**src/rtl/alu_wide_ctrl_if.sv**
```systemverilog
// Request/result handshake bundle between a requester and the 16-bit ALU sequencer.
// The requester drives operands and accepts results; the sequencer answers.
interface alu_wide_ctrl_if;
  logic        start_valid;
  logic        start_ready;
  logic [1:0]  op;
  logic [15:0] a_in;
  logic [15:0] b_in;
  logic [15:0] res;
  logic        res_c;
  logic        res_z;
  logic        res_valid;
  logic        res_ready;

  modport master (
    output start_valid, op, a_in, b_in, res_ready,
    input  start_ready, res, res_c, res_z, res_valid
  );

  modport slave (
    input  start_valid, op, a_in, b_in, res_ready,
    output start_ready, res, res_c, res_z, res_valid
  );
endinterface

```
**src/rtl/alu_wide_ctrl.sv**
```systemverilog
// Sequences a 16-bit ADD/SUB/AND/XOR through an external 8-bit ALU: low byte,
// high byte, then an optional high-byte increment/decrement to absorb the low carry.
module alu_wide_ctrl (
  input  logic            clk,
  input  logic            rst_n,
  alu_wide_ctrl_if.slave  bus,
  output logic [3:0]      alu_op,
  output logic [7:0]      alu_a,
  output logic [7:0]      alu_b,
  input  logic [7:0]      alu_out,
  input  logic [2:0]      alu_flags
);

  typedef enum logic [2:0] {
    IDLE = 3'd0,
    LO   = 3'd1,
    HI   = 3'd2,
    FIX  = 3'd3,
    DONE = 3'd4
  } state_t;

  state_t      state;
  logic [15:0] a_q;
  logic [15:0] b_q;
  logic [1:0]  op_q;
  logic        c0;
  logic        c1;
  logic [15:0] res_q;
  logic        res_c_q;
  logic        res_valid_q;

  // Only the carry/borrow flag matters; the low operand bytes are consumed
  // straight from the request inputs when it is accepted.
  logic unused_ok;
  assign unused_ok = &{1'b0, alu_flags[1:0], a_q[7:0], b_q[7:0]};

  function automatic logic [3:0] map_op(input logic [1:0] o);
    case (o)
      2'b00:   map_op = 4'b0001;
      2'b01:   map_op = 4'b0010;
      2'b10:   map_op = 4'b0111;
      default: map_op = 4'b1001;
    endcase
  endfunction

  function automatic logic is_arith(input logic [1:0] o);
    is_arith = (o == 2'b00) || (o == 2'b01);
  endfunction

  assign bus.start_ready = (state == IDLE);
  assign bus.res         = res_q;
  assign bus.res_c       = res_c_q;
  assign bus.res_z       = (res_q == 16'h0000);
  assign bus.res_valid   = res_valid_q;

  // ALU drive is registered one state ahead so it is stable for the whole state.
  always_ff @(posedge clk or negedge rst_n) begin
    if (!rst_n) begin
      state       <= IDLE;
      a_q         <= '0;
      b_q         <= '0;
      op_q        <= '0;
      c0          <= 1'b0;
      c1          <= 1'b0;
      res_q       <= '0;
      res_c_q     <= 1'b0;
      res_valid_q <= 1'b0;
      alu_op      <= '0;
      alu_a       <= '0;
      alu_b       <= '0;
    end else begin
      case (state)
        IDLE: begin
          if (bus.start_valid) begin
            a_q    <= bus.a_in;
            b_q    <= bus.b_in;
            op_q   <= bus.op;
            alu_op <= map_op(bus.op);
            alu_a  <= bus.a_in[7:0];
            alu_b  <= bus.b_in[7:0];
            state  <= LO;
          end
        end

        LO: begin
          res_q[7:0] <= alu_out;
          c0         <= alu_flags[2];
          alu_a      <= a_q[15:8];
          alu_b      <= b_q[15:8];
          state      <= HI;
        end

        HI: begin
          res_q[15:8] <= alu_out;
          c1          <= alu_flags[2];
          if (is_arith(op_q) && c0) begin
            // Ripple the low-byte carry/borrow into the high byte with the same opcode.
            alu_a <= alu_out;
            alu_b <= 8'h01;
            state <= FIX;
          end else begin
            res_c_q     <= is_arith(op_q) ? alu_flags[2] : 1'b0;
            res_valid_q <= 1'b1;
            alu_op      <= '0;
            alu_a       <= '0;
            alu_b       <= '0;
            state       <= DONE;
          end
        end

        FIX: begin
          res_q[15:8] <= alu_out;
          res_c_q     <= c1 | alu_flags[2];
          res_valid_q <= 1'b1;
          alu_op      <= '0;
          alu_a       <= '0;
          alu_b       <= '0;
          state       <= DONE;
        end

        DONE: begin
          if (bus.res_ready) begin
            res_valid_q <= 1'b0;
            state       <= IDLE;
          end
        end

        default: begin
          res_valid_q <= 1'b0;
          alu_op      <= '0;
          alu_a       <= '0;
          alu_b       <= '0;
          state       <= IDLE;
        end
      endcase
    end
  end

endmodule
```
**src/flat_wrapper.sv**
```systemverilog
// flat-port wrapper written by rule: the top's interface ports become plain ports
module alu_wide_ctrl_flat 
  (clk, rst_n, alu_op, alu_a, alu_b, alu_out, alu_flags, bus_start_valid, bus_op, bus_a_in, bus_b_in, bus_res_ready, bus_start_ready, bus_res, bus_res_c, bus_res_z, bus_res_valid);
  alu_wide_ctrl_if bus_i ();
  input  logic clk;
  input  logic rst_n;
  output logic [3:0] alu_op;
  output logic [7:0] alu_a;
  output logic [7:0] alu_b;
  input  logic [7:0] alu_out;
  input  logic [2:0] alu_flags;
  input wire logic [$bits(bus_i.start_valid)-1:0] bus_start_valid;
  input wire logic [$bits(bus_i.op)-1:0] bus_op;
  input wire logic [$bits(bus_i.a_in)-1:0] bus_a_in;
  input wire logic [$bits(bus_i.b_in)-1:0] bus_b_in;
  input wire logic [$bits(bus_i.res_ready)-1:0] bus_res_ready;
  output wire logic [$bits(bus_i.start_ready)-1:0] bus_start_ready;
  output wire logic [$bits(bus_i.res)-1:0] bus_res;
  output wire logic [$bits(bus_i.res_c)-1:0] bus_res_c;
  output wire logic [$bits(bus_i.res_z)-1:0] bus_res_z;
  output wire logic [$bits(bus_i.res_valid)-1:0] bus_res_valid;
  assign bus_i.start_valid = bus_start_valid;
  assign bus_i.op = bus_op;
  assign bus_i.a_in = bus_a_in;
  assign bus_i.b_in = bus_b_in;
  assign bus_i.res_ready = bus_res_ready;
  assign bus_start_ready = bus_i.start_ready;
  assign bus_res = bus_i.res;
  assign bus_res_c = bus_i.res_c;
  assign bus_res_z = bus_i.res_z;
  assign bus_res_valid = bus_i.res_valid;
  alu_wide_ctrl u_core (.clk(clk), .rst_n(rst_n), .bus(bus_i), .alu_op(alu_op), .alu_a(alu_a), .alu_b(alu_b), .alu_out(alu_out), .alu_flags(alu_flags));
endmodule
```
**config.mk**
```make
export PLATFORM = sky130hd
export DESIGN_NAME = alu_wide_ctrl_flat
export DESIGN_NICKNAME = d
export VERILOG_FILES = /design/src/rtl/alu_wide_ctrl_if.sv /design/src/rtl/alu_wide_ctrl.sv /design/src/flat_wrapper.sv
export SDC_FILE = /design/constraint.sdc
export NUM_CORES = 1
export LEC_CHECK = 0
export ABC_CLOCK_PERIOD_IN_PS = 1700
export BUFFER_PORTS_ARGS = -buffer_cell sky130_fd_sc_hd__buf_4
export CAP_MARGIN = 15
export CORE_MARGIN = 3
export CORE_UTILIZATION = 35
export DETAILED_ROUTE_END_ITERATION = 8
export GPL_TIMING_DRIVEN = 0
export PLACE_DENSITY = 0.71
export SLEW_MARGIN = 20
export SYNTH_ARGS = -nofsm -noshare
export SYNTH_HDL_FRONTEND = slang
export SYNTH_SLANG_ARGS = --single-unit
```
**constraint.sdc**
```tcl
create_clock -name clk -period 1.7 [get_ports clk]
set_clock_uncertainty 0.15 [all_clocks]
set_input_delay 0.085 -clock clk [delete_from_list [all_inputs] [get_ports clk]]
set_output_delay 0.085 -clock clk [all_outputs]
set_load 0.02 [all_outputs]
```
==> results of run 1 <==
==> critical path, cell delays in order (launching register included) <==
cell	delay [ns]
sky130_fd_sc_hd__dfrtp_1	0.38
sky130_fd_sc_hd__buf_6	0.14
sky130_fd_sc_hd__nor2b_4	0.11
sky130_fd_sc_hd__nor3b_2	0.21
sky130_fd_sc_hd__buf_6	0.16
sky130_fd_sc_hd__buf_12	0.14
sky130_fd_sc_hd__mux2_4	0.30
==> timing repair <==
action                     CTS  global route
buffers inserted             4             3
hold endpoints to repair   110             0
setup endpoints to repair   23            48
hold buffers                33             0
cloned                       0             1
gates resized for setup      5            26
pin swaps                    3             3
==> layer usage <==
metal	share of wire, %	GRT usage, %	vias up
li1	-	-	1094
met1	45	22.1	1090
met2	48	26.3	67
met3	4.4	2.88	12
met4	2.2	8.90	0
met5	0	0	-
==> final cells by class <==
cell class / instances / area, µm²
inverters: 5 / 18.8
clock buffers: 11 / 141
repair buffers: 127 / 1070
plain buffers: 15 / 106
multi-input cells: 152 / 1190
flip-flops and latches: 60 / 1500
fillers: 621 / 3140
well taps: 99 / 124
clock inverters: 4 / 73.8
==> logic make-up after synthesis <==
group / count (synthesis)
compound gates: 48
flops: 60
buf+inv: 20
simple gates: 60
fa+ha+maj: 3
mux: 41
==> state kept, by name, summed over array words and instances, names as in the netlist <==
name                  cells
u_core.c1                 1
u_core.op_q               1
u_core.c0                 1
u_core.bus.res_c          1
u_core.alu_a              8
u_core.state              3
u_core.b_q                8
u_core.bus.res           16
u_core.alu_b              8
u_core.a_q                8
u_core.bus.res_valid      1
u_core.alu_op             4
==> worst max path at each step <==
stage,from,to,slack (ns),cells past startpoint
after global placement,u_core.state[2],u_core.b_q[9],-0.11,6
final,u_core.state[2],u_core.a_q[11],0.0004,6
after CTS,u_core.state[2],u_core.b_q[9],-0.01,6
after floorplan,u_core.state[0],u_core.alu_op[0],-0.009,5
after detailed placement,u_core.state[2],u_core.b_q[9],-0.13,6
after global routing,u_core.state[2],u_core.b_q[14],-0.04,6
==> cell usage in the layout (no fill, tap or decap), drive strengths merged, types with 11 or more instances in the layout <==
master / netlist / routed
nand2: 23 / 23
dfrtp: 60 / 60
clkbuf: 4 / 18
o21ai: 19 / 19
nor2: 16 / 16
a22oi: 11 / 11
a21oi: 15 / 15
mux2: 37 / 37
dlygate4sd3: 0 / 33
buf: 11 / 102
==> per-stage QoR <==
| step | instances | area [µm²] | hold WS [ns] | utilization (%) | TNS (ns) |
|---|---|---|---|---|---|
| detailed placement | 417 | 3490 | 0.0529 | 47.3 | -1.78 |
| floorplan | 232 | 2720 | -0.361 | - | -0.0171 |
| global placement | 417 | 3490 | 0.0513 | 47.3 | -1.44 |
| finish | 473 | 4230 | 0.0251 | 57.4 | 0 |
| global route | 473 | 4230 | 0.0449 | 57.4 | -0.430 |
| CTS | 469 | 4090 | 0.00312 | 55.6 | -0.0548 |
==> where the power goes <==
part           switching (µW)  internal [µW]  leakage (µW)  total, µW
clock                     536            857      0.000109       1390
combinational            1900           2010       0.00116       3910
sequential                470           2130      0.000730       2600
total                    2910           4990       0.00200       7900
==> flow_results.org, run 1 <==
** Worst hold path
- Start point of the worst hold path :: bus_b_in[3]
- Destination of the worst hold path :: u_core.alu_b[3]
- Counting instances, the worst hold path has a depth of 5.
- Type of the tightest min-delay check :: input pin to register

** Setup path
- The critical path in this run is classified as register to register.
- Of all nets on the critical path, the largest fanout is 8.
- STA classifies the critical path endpoint as a register.
- For the worst flop-to-flop path, the logic depth is 6.
- Data on the critical path is required at its endpoint by 1.77 ns.
- Worst flop-to-flop path endpoint :: u_core.a_q[11]
- Reg-to-reg setup timing slack :: 0.0004 ns
- STA classifies the critical path startpoint as a register.
- In this run the critical register-to-register path is launched from u_core.state[2].
- STA puts the critical path data arrival time at 1.77 ns.

** Clocking
- The H-tree was split into 3 levels.
- Clock sinks :: 60
- Clock-pin slew was measured on the worst setup and hold paths at approximately 0.07 ns.
- CTS Root Buffer Type :: sky130_fd_sc_hd__clkbuf_8
- TritonCTS built the clock tree.
- TritonCTS created 9 clock buffers.
- Clock latency on the worst-skew pair, taken at its later pin, is 0.33 ns.
- Buffers from clock root to sink, at most :: 2

** Logic synthesis
- Sequential area share after synthesis :: between 50% and 60%
- After synthesis, the largest family of logic cells by area is multiplexers.
- Counting every instance in the synthesized netlist gives 232.
- Largest area contributor in the netlist :: sky130_fd_sc_hd__dfrtp_1
- Main synth FF type :: sky130_fd_sc_hd__dfrtp_1
- Each instance of the synthesized netlist takes up on average roughly 12 µm².
- After Yosys synthesis, and, or, nand and nor cells account for 12.1% of the synthesized area.
- Most frequent cells after synthesis :: sky130_fd_sc_hd__dfrtp_1, sky130_fd_sc_hd__mux2_2, sky130_fd_sc_hd__nand2_1
- Total of flip-flops plus latches after synthesis :: 60
- Number of flops mapped to enable cells by yosys :: 0
- Yosys printed 0 warnings.
- After Yosys synthesis, full adders, half adders and majority gates account for 1.39% of the synthesized area.
- Synthesized cell area :: 0.00271 mm²
- Area share of the largest cell type after synthesis :: between 50% and 60%
- Synthesis produced a netlist with a net count of 284.
- For this run, asynchronously set or reset flops after synthesis account for 100%.
- In the post-synthesis netlist, the cell with the most instances is sky130_fd_sc_hd__dfrtp_1.
- Count of cell types in the netlist :: 32
- Summing the areas of all compound-gate instances in the mapped netlist gives 10.2% of the synthesized area.
- The portion of synthesized area spent on multiplexers is 17.1%.
- After synthesis, the cell types taking the most area are sky130_fd_sc_hd__dfrtp_1, sky130_fd_sc_hd__mux2_2, sky130_fd_sc_hd__mux2_1.
- Of the total synthesized cell area, the portion taken by XOR and XNOR cells is 0%.

** Run
- The tool flagged a number of max-cap violations equal to 0.

** Floorplanning
- For this configuration, the core starts out at a cell density of a little under two fifths.
- The initialized floorplan defines 31 standard-cell rows.
- Core region area :: ~0.0074 mm²
- I/O pins :: 89
- Die Outline Area :: 0.00883 mm²
- Chip height :: 94.0 µm
- Die extent in x :: 94.0 µm

** Routing
- Via density :: 4.78
- Mean routed wirelength per cell :: around 15 µm
- Via count :: ~2300
- The first detailed-routing pass took 4 iterations.
- Once detail routing completed, the nets flagged for antenna violations numbered 0.
- For this run, design rule violations remaining after detail routing come to 0.
- The final layout contains routed wiring with a total length of between 7 and 8 mm.
- For this block, the initial DRC count from the detailed router was 55.

** Layout
- Net total in the final layout :: between 400 and 500
- Area Overhead vs Synth :: 56.1%
- 0 antenna diodes ended up in the layout.
- Fraction of layout cells with a size suffix above 1 :: 43.9%

** Power and ir drop
- Leakage power summed over all cells :: 0.00200 µW
- For this design the ratio of total power to cell area is 1870 mW/mm².
- Maximum vdd drop :: 0.624 mV
- Power, Total :: 7900 µW

** Timing
- Setup repair after global routing could not meet its margin everywhere.
- Final Hold Fails :: 0
- For this run, the top clock speed supported by timing is 588 MHz.
- After layout, the worst path uses ~100% of the clock period.
- Worst slew slack as a fraction of its limit :: 50.0%
- Setup violations remaining at the end of the flow were counted as 0.
- Subtracting the final worst setup slack from the clock period gives 1.70 ns.
- Worst-case setup margin in the final layout :: 0.000364 ns
- Final Max Slew Viols :: 0
- Slew at the pin with the worst max-slew slack :: 0.750 ns

** GRT
- Pin count of the biggest net entering global routing :: 61
- Number of antenna violations at the first check in global routing :: 0
- The via count of the first global-routing pass was ~2300.
- First-pass GRT wire length :: ~11 mm
- Global routing finished with a remaining overflow of 0.
- All-Layer GR Usage :: between 15 and 20%

** Placed design
- At the placement stage, the worst setup path has a slack of -0.126 ns.
- In this run the tool buffered the top-level ports with 86 buffer cells.
- DP Wirelength :: around 5 mm
- At the end of routability-driven placement, the weighted congestion stood at approximately 0.73.

** Run status
- The flow ran to the end, and the final reports show no timing, DRC or antenna violations.
Power figures use the tool's default switching activity.
==> run 2: changes to the inputs <==
--- a/config.mk
+++ b/config.mk
@@ -12,6 +12,7 @@
 export CORE_UTILIZATION = 35
 export DETAILED_ROUTE_END_ITERATION = 8
 export GPL_TIMING_DRIVEN = 0
+export MAX_ROUTING_LAYER = met4
 export PLACE_DENSITY = 0.71
 export SLEW_MARGIN = 20
 export SYNTH_ARGS = -nofsm -noshare
==> flow_results.org, run 2 (synthesis results as in run 1) <==
** Routing
- In this run the remaining antenna-violating nets after routing total 0.
- Length of the first detailed-routing pass in iterations :: 4
- Via count :: 2269
- Initial DRC count :: 58
- In the routed design, unresolved DRC markers number 0.
- Mean routed wirelength per cell :: 15.4 µm
- Summed over all layers, the routed wires come to roughly 7.3 mm.
- Via density :: around 4.8

** Clocking
- The H-tree generated during clock tree synthesis spans 3 levels.
- CTS Root Buffer Type :: sky130_fd_sc_hd__clkbuf_8
- Number of CTS-inserted buffers :: 9
- Clock sinks :: 60
- The clock reaches the later pin of the worst-skew pair after between 0.3 and 0.4 ns.
- TritonCTS built the clock tree.
- Buffers from clock root to sink, at most :: 2
- After clock tree synthesis, the clock-pin slew on the worst setup and hold paths is 0.07 ns.

** Floorplanning
- Row generation in the floorplan step produced 31 rows.
- Core region area :: 0.00737 mm²
- The floorplan step defined a die boundary enclosing a little under 0.009 mm².
- I/O pins :: about 90
- The initial utilization of the core area, before any placement, comes to between 30% and 40%.
- Chip height :: 94.0 µm
- Die extent in x :: 94.0 µm

** Setup path
- Type of destination of the critical path :: register
- Type of origin of the critical path :: register
- R2r startpoint :: u_core.state[2]
- Peak fanout along the critical path :: 7
- The critical path in this run is classified as register to register.
- Required time at the worst-slack endpoint :: roughly 1.8 ns
- Start point of the critical path :: u_core.state[2]
- CP Data Arrival Time :: 1.76 ns

** Timing
- Period Utilization, post-route :: 99.9%
- Final Hold Fails :: 0
- Final Max Slew Viols :: 0
- Worst slew slack as a fraction of its limit :: 50.2%
- For the pin with the worst max-slew slack, the measured transition is 0.747 ns.
- Setup repair after global routing could not meet its margin everywhere.
- Timing would allow up to 589 MHz.
- Shortest clock period the worst path allows after layout :: 1.70 ns
- Setup violations remaining at the end of the flow were counted as 0.
- In the final timing run, aggregate negative setup slack is 0 ns.

** Layout
- Cells with a size suffix above 1 make up 43.9% of the layout.
- Commonest cells after routing, fill and taps aside :: sky130_fd_sc_hd__buf_4, sky130_fd_sc_hd__dfrtp_1, sky130_fd_sc_hd__dlygate4sd3_1
- The filler cells instantiated in the layout total 621.
- Antenna fix cells :: 0
- Relative to the synthesized area, the layout overhead comes to 56.1%.
- The finished layout holds 473 standard cells, fillers aside.
- For this run, the post-layout net count is approximately 420.
- Most common library cell in the layout ignoring fill and taps :: sky130_fd_sc_hd__buf_4
- The register with the most flip-flops in the layout has 16 of them.

** Power and ir drop
- Maximum vdd drop :: between 0.6 and 0.7 mV
- In this run the power spent charging and discharging nets is 2910 µW.
- Leakage power summed over all cells :: between 0.002 and 0.0025 µW
- Net switching is 36.9% of the power.
- Comb pwr share :: 49.5%
- Cell internal power was estimated by the tool at around 5000 µW.
- Share of power burned in the clock network :: 17.6%
- Share of total power in sequential cells :: between 30% and 40%
- In this run the power density over the cells is around 1900 mW/mm².

** Run status
- The run finished with clean final reports.

** Placed design
- Routability-driven placement finished with a final weighted congestion of 0.734.
- Count of input and output buffers :: 86
- Detailed placement finished with a half-perimeter wire length of 4.94 mm.
- After detailed placement, the design holds a cell count of 417.

** Worst hold path
- Type of the tightest min-delay check :: input pin to register
- Start point of the worst hold path :: bus_b_in[3]

** GRT
- The first global-routing pass estimated between 10 and 15 mm of wire.
- Pin count of the biggest net entering global routing :: 61
- Number of global-route vias before repair :: 2274
- Number of antenna violations at the first check in global routing :: 0
- In the global route stage, overall resource usage came out at 17.2%.
- Total grt overflow :: 0

** Run
- Max-cap violations in this run came to 0.
## run 2: cell counts in the layout (fill, tap and decap cells not counted)
No cell type changed its count.
## run 2: what timing repair did
| item | in CTS | in global routing |
|---|---|---|
| gates resized for setup | 5 | 26 |
| gates cloned | 0 | 1 |
| pin swaps | 3 | 3 |
| endpoints found under the setup margin | 23 | 48 |
| setup buffers | 4 | 3 |
| hold buffers | 33 | 0 |
| endpoints found under the hold margin | 110 | 0 |
## run 2: per-layer routing
layer	track usage, %	share of wire, %	vias up
li1	-	-	1088
met1	22.3	45	1097
met2	26.1	48	71
met3	2.88	4.5	13
met4	8.90	2.7	0
met5	-	0	-
## run 2: final cells by class
class | count | area (µm²) | share of cell area, %
Inverter | 5 | 18.8 | 0.444
Buffer | 15 | 106 | 2.51
Sequential cell | 60 | 1500 | 35.5
Timing Repair Buffer | 127 | 1070 | 25.3
Clock inverter | 4 | 73.8 | 1.75
Multi-Input combinational cell | 152 | 1190 | 28.2
Tap cell | 99 | 124 | 2.93
Clock buffer | 11 | 141 | 3.34
## run 2: per-stage QoR
step	setup slack, ns	hold WS (ns)	power, µW	utilization (%)	area (µm²)
after floorplan	-0.00856	-0.361	4710	-	2720
after global placement	-0.113	0.0513	5910	47.3	3490
after detailed placement	-0.126	0.0529	5990	47.3	3490
after CTS	-0.0133	0.00312	7610	55.6	4090
after global routing	-0.0381	0.0449	8370	57.4	4230
final	0.00221	0.0254	7900	57.4	4230
## run 2: final timing paths
path | endpoint | slack (ns) | cells past startpoint
setup reg to reg | u_core.b_q[9] | 0.002 | 6
min in group asynchronous | u_core.bus.res[6] | 0.20 | 2
setup / recovery | u_core.b_q[9] | 0.002 | 6
hold / removal | u_core.alu_b[3] | 0.03 | 5
max in group asynchronous | u_core.c1 | 0.70 | 2
hold reg to reg | u_core.alu_b[7] | 0.33 | 2
## run 2: power by group through the flow
| stage | Clock, µW | Combinational (µW) | Sequential [µW] |
|---|---|---|---|
| final | 1390 | 3910 | 2600 |
| after global routing | 1480 | 4210 | 2680 |
| after CTS | 1430 | 3620 | 2550 |
| after detailed placement | 0 | 3420 | 2570 |
| after global placement | 0 | 3360 | 2540 |
| after floorplan | 0 | 1730 | 2990 |
## run 2: worst max-delay path, cell delays in order, from the launching register on
cell,delay (ns)
sky130_fd_sc_hd__dfrtp_1,0.38
sky130_fd_sc_hd__buf_6,0.14
sky130_fd_sc_hd__nor2b_4,0.11
sky130_fd_sc_hd__nor3b_2,0.21
sky130_fd_sc_hd__buf_6,0.16
sky130_fd_sc_hd__buf_8,0.12
sky130_fd_sc_hd__mux2_1,0.32
==> run 3: changes to the inputs <==
--- a/config.mk
+++ b/config.mk
@@ -14,6 +14,7 @@
 export GPL_TIMING_DRIVEN = 0
 export MAX_ROUTING_LAYER = met4
 export PLACE_DENSITY = 0.71
+export RECOVER_POWER = 100
 export SLEW_MARGIN = 20
 export SYNTH_ARGS = -nofsm -noshare
 export SYNTH_HDL_FRONTEND = slang
==> flow_results.org, run 3 (synthesis results as in run 1) <==
** Run status
- Run status :: complete, but fails checks
- Violations in the final reports :: setup timing

** Layout
- Fraction of layout cells with a size suffix above 1 :: 33.7%
- The filler cells instantiated in the layout total 664.
- Count of placed standard cells in the final layout, fillers left out :: 473
- Commonest cells after routing, fill and taps aside :: sky130_fd_sc_hd__dfrtp_1, sky130_fd_sc_hd__buf_4, sky130_fd_sc_hd__clkbuf_1
- Once layout is done, the placed cells without fillers occupy 0.00409 mm².
- Antenna fix cells :: 0
- The net count of the finished layout is 422.
- Cells fill 55.4% of the core in the end.
- The register with the most flip-flops in the layout has 16 of them.
- The library cell used most frequently in the layout, excluding fill and tap cells, is sky130_fd_sc_hd__dfrtp_1.
- Area Overhead vs Synth :: 50.9%

** Floorplanning
- The floorplan step defined a die boundary enclosing 0.00883 mm².
- The floorplan step defined a core boundary enclosing 0.00737 mm².
- The die is ~94 µm tall.
- Initial standard-cell utilization of the core :: a little under two fifths
- I/O pins :: 89
- Row generation in the floorplan step produced 31 rows.
- Die extent in x :: 94.0 µm

** Routing
- The count of nets left with antenna violations once routing finished came out at 0.
- The detailed router placed 2278 vias in this run.
- Length of the first detailed-routing pass in iterations :: 4
- Final routed wirelength across all metal layers :: 7.34 mm
- Mean routed wirelength per cell :: between 15 and 20 µm
- The detailed router put a total of 3.25 mm of wire on met1.
- Initial DRC count :: 47
- Via density :: around 4.8
- Detailed routing placed a total of 407 µm of wire on met3.
- Amount of wire on met2 after detailed routing :: approximately 3.4 mm
- For this run, design rule violations remaining after detail routing come to 0.
- The highest layer touched by signal routing is met4.

** Timing
- The final count of pins violating max slew is 0.
- The worst path in the final design needs a cycle of 1.70 ns, including I/O delays and setup.
- The final critical path takes up 100% of the cycle.
- Final Hold Fails :: 0
- Based on the critical path, the design can be clocked at up to 587 MHz.
- Setup violations remaining at the end of the flow were counted as 2.
- After layout, the worst setup slack is -0.00331 ns.
- At the pin with the least slew margin, the transition time is between 0.8 and 0.9 ns.
- Setup repair after global routing could not meet its margin everywhere.
- Worst slew slack as a fraction of its limit :: 45.9%

** Setup path
- Data arrives at the worst endpoint at 1.77 ns.
- Path type of the worst setup path :: register to register
- Of all nets on the critical path, the largest fanout is 7.
- At the worst endpoint, the required time is 1.77 ns.
- STA classifies the critical path endpoint as a register.
- Counting cells, the worst reg-to-reg path comes to 6.
- The worst setup path is launched from a register.
- Reg-to-reg setup timing slack :: -0.003 ns

** Run
- Max-cap violation count :: 0

** GRT
- The number of antenna violations at the first check in global routing came to 0.
- All-Layer GR Usage :: 17.2%
- The via count of the first global-routing pass came to 2274.
- Pin count of the biggest net entering global routing :: ~60
- Total grt overflow :: 0
- First-pass GRT wire length :: 11.2 mm

** Power and ir drop
- Net switching component of the power :: 2920 µW
- The completed layout was analyzed and its total power is 7570 µW.
- Power density cells :: around 1900 mW/mm²
- The share of total power dissipated in combinational logic is 47.4%.
- Internal power :: about 4700 µW
- Share of power burned in the clock network :: around 18%
- Switching Fraction :: between 30% and 40%
- Leakage power summed over all cells :: 0.00186 µW
- Share of total power in sequential cells :: between 30% and 40%
- Maximum vdd drop :: between 0.6 and 0.7 mV

** Placed design
- The placed instances occupy a cell area of 0.00349 mm².
- Count of input and output buffers :: 86
- The wire-length estimate of the detail-placed layout is 4.94 mm.
- Timing analysis after detailed placement gives a worst setup slack of -0.126 ns.
- Routability-driven placement congestion ratio :: approximately 0.73
- Total instance count after detailed placement :: 417

** Clocking
- Buffers from clock root to sink, at most :: 2
- CTS Root Buffer Type :: sky130_fd_sc_hd__clkbuf_8
- Clock sinks :: 60
- Number of CTS-inserted buffers :: 9
- TritonCTS built the clock tree.
- Clock latency of the later-clocked register in the worst-skew pair :: 0.33 ns
- CTS built an H-tree with a depth of 3.
- Clock-pin transition on the worst setup and hold timing paths :: 0.06 ns

** Worst hold path
- Cell count of the worst hold path :: 5
- Type of the tightest min-delay check :: input pin to register
-- run 3: cell count changes in the layout (fill, tap and decap cells not counted), sizes merged --
cell / before / now
buf: 102 / 63
clkbuf: 18 / 57
-- run 3: final timing paths --
kind	start	to
max in group asynchronous	rst_n	u_core.c1
worst min register to register	u_core.alu_b[7]	u_core.alu_b[7]
worst max register to register	u_core.state[2]	u_core.b_q[9]
worst max-delay path	u_core.state[2]	u_core.b_q[9]
min in group asynchronous	rst_n	u_core.bus.res[6]
worst min-delay path	bus_a_in[2]	u_core.alu_a[2]
-- run 3: power groups by stage --
stage	logic, µW	clock network [µW]	registers (µW)
2_1_floorplan	1730	0	2990
3_3_place_gp	3360	0	2540
3_5_place_dp	3420	0	2570
4_1_cts	3620	1430	2550
5_1_grt	3870	1480	2670
6_report	3590	1390	2590
-- run 3: final cells by class --
type	count	area [µm²]	share of cell area, %
sequential	60	1500	36.7
clock buffer	11	141	3.46
multi-input combinational	152	1190	29.2
buffer	15	106	2.60
clock inverter	4	73.8	1.81
inverter	5	18.8	0.459
timing repair buffer	127	927	22.7
tap	99	124	3.03
-- run 3: through the flow --
step | setup TNS, ns | hold WS (ns)
6_report | -0.00485 | 0.0258
5_1_grt | -0.430 | 0.0449
4_1_cts | -0.0548 | 0.00312
3_5_place_dp | -1.78 | 0.0529
3_3_place_gp | -1.44 | 0.0513
2_1_floorplan | -0.0171 | -0.361
-- run 3: what timing repair did --
| item | in CTS | in global routing |
|---|---|---|
| buffers inserted | 4 | 3 |
| gates resized for setup | 5 | 26 |
| pin swaps | 3 | 3 |
| setup endpoints to repair | 23 | 48 |
| hold endpoints to repair | 110 | 0 |
| hold buffers | 33 | 0 |
| cloned | 0 | 1 |
-- run 3: worst max-delay path: stages (launching register included) --
cell and delay [ns]:
sky130_fd_sc_hd__dfrtp_1 0.38, sky130_fd_sc_hd__buf_6 0.14, sky130_fd_sc_hd__nor2b_4 0.11, sky130_fd_sc_hd__nor3b_2 0.21, sky130_fd_sc_hd__buf_6 0.16, sky130_fd_sc_hd__buf_8 0.12
sky130_fd_sc_hd__mux2_1 0.32
-- run 3: per-layer routing --
metal	global-route usage, %	vias up
li1	-	1092
met1	22.3	1085
met2	26.1	83
met3	2.88	18
met4	8.90	0
met5	-	-
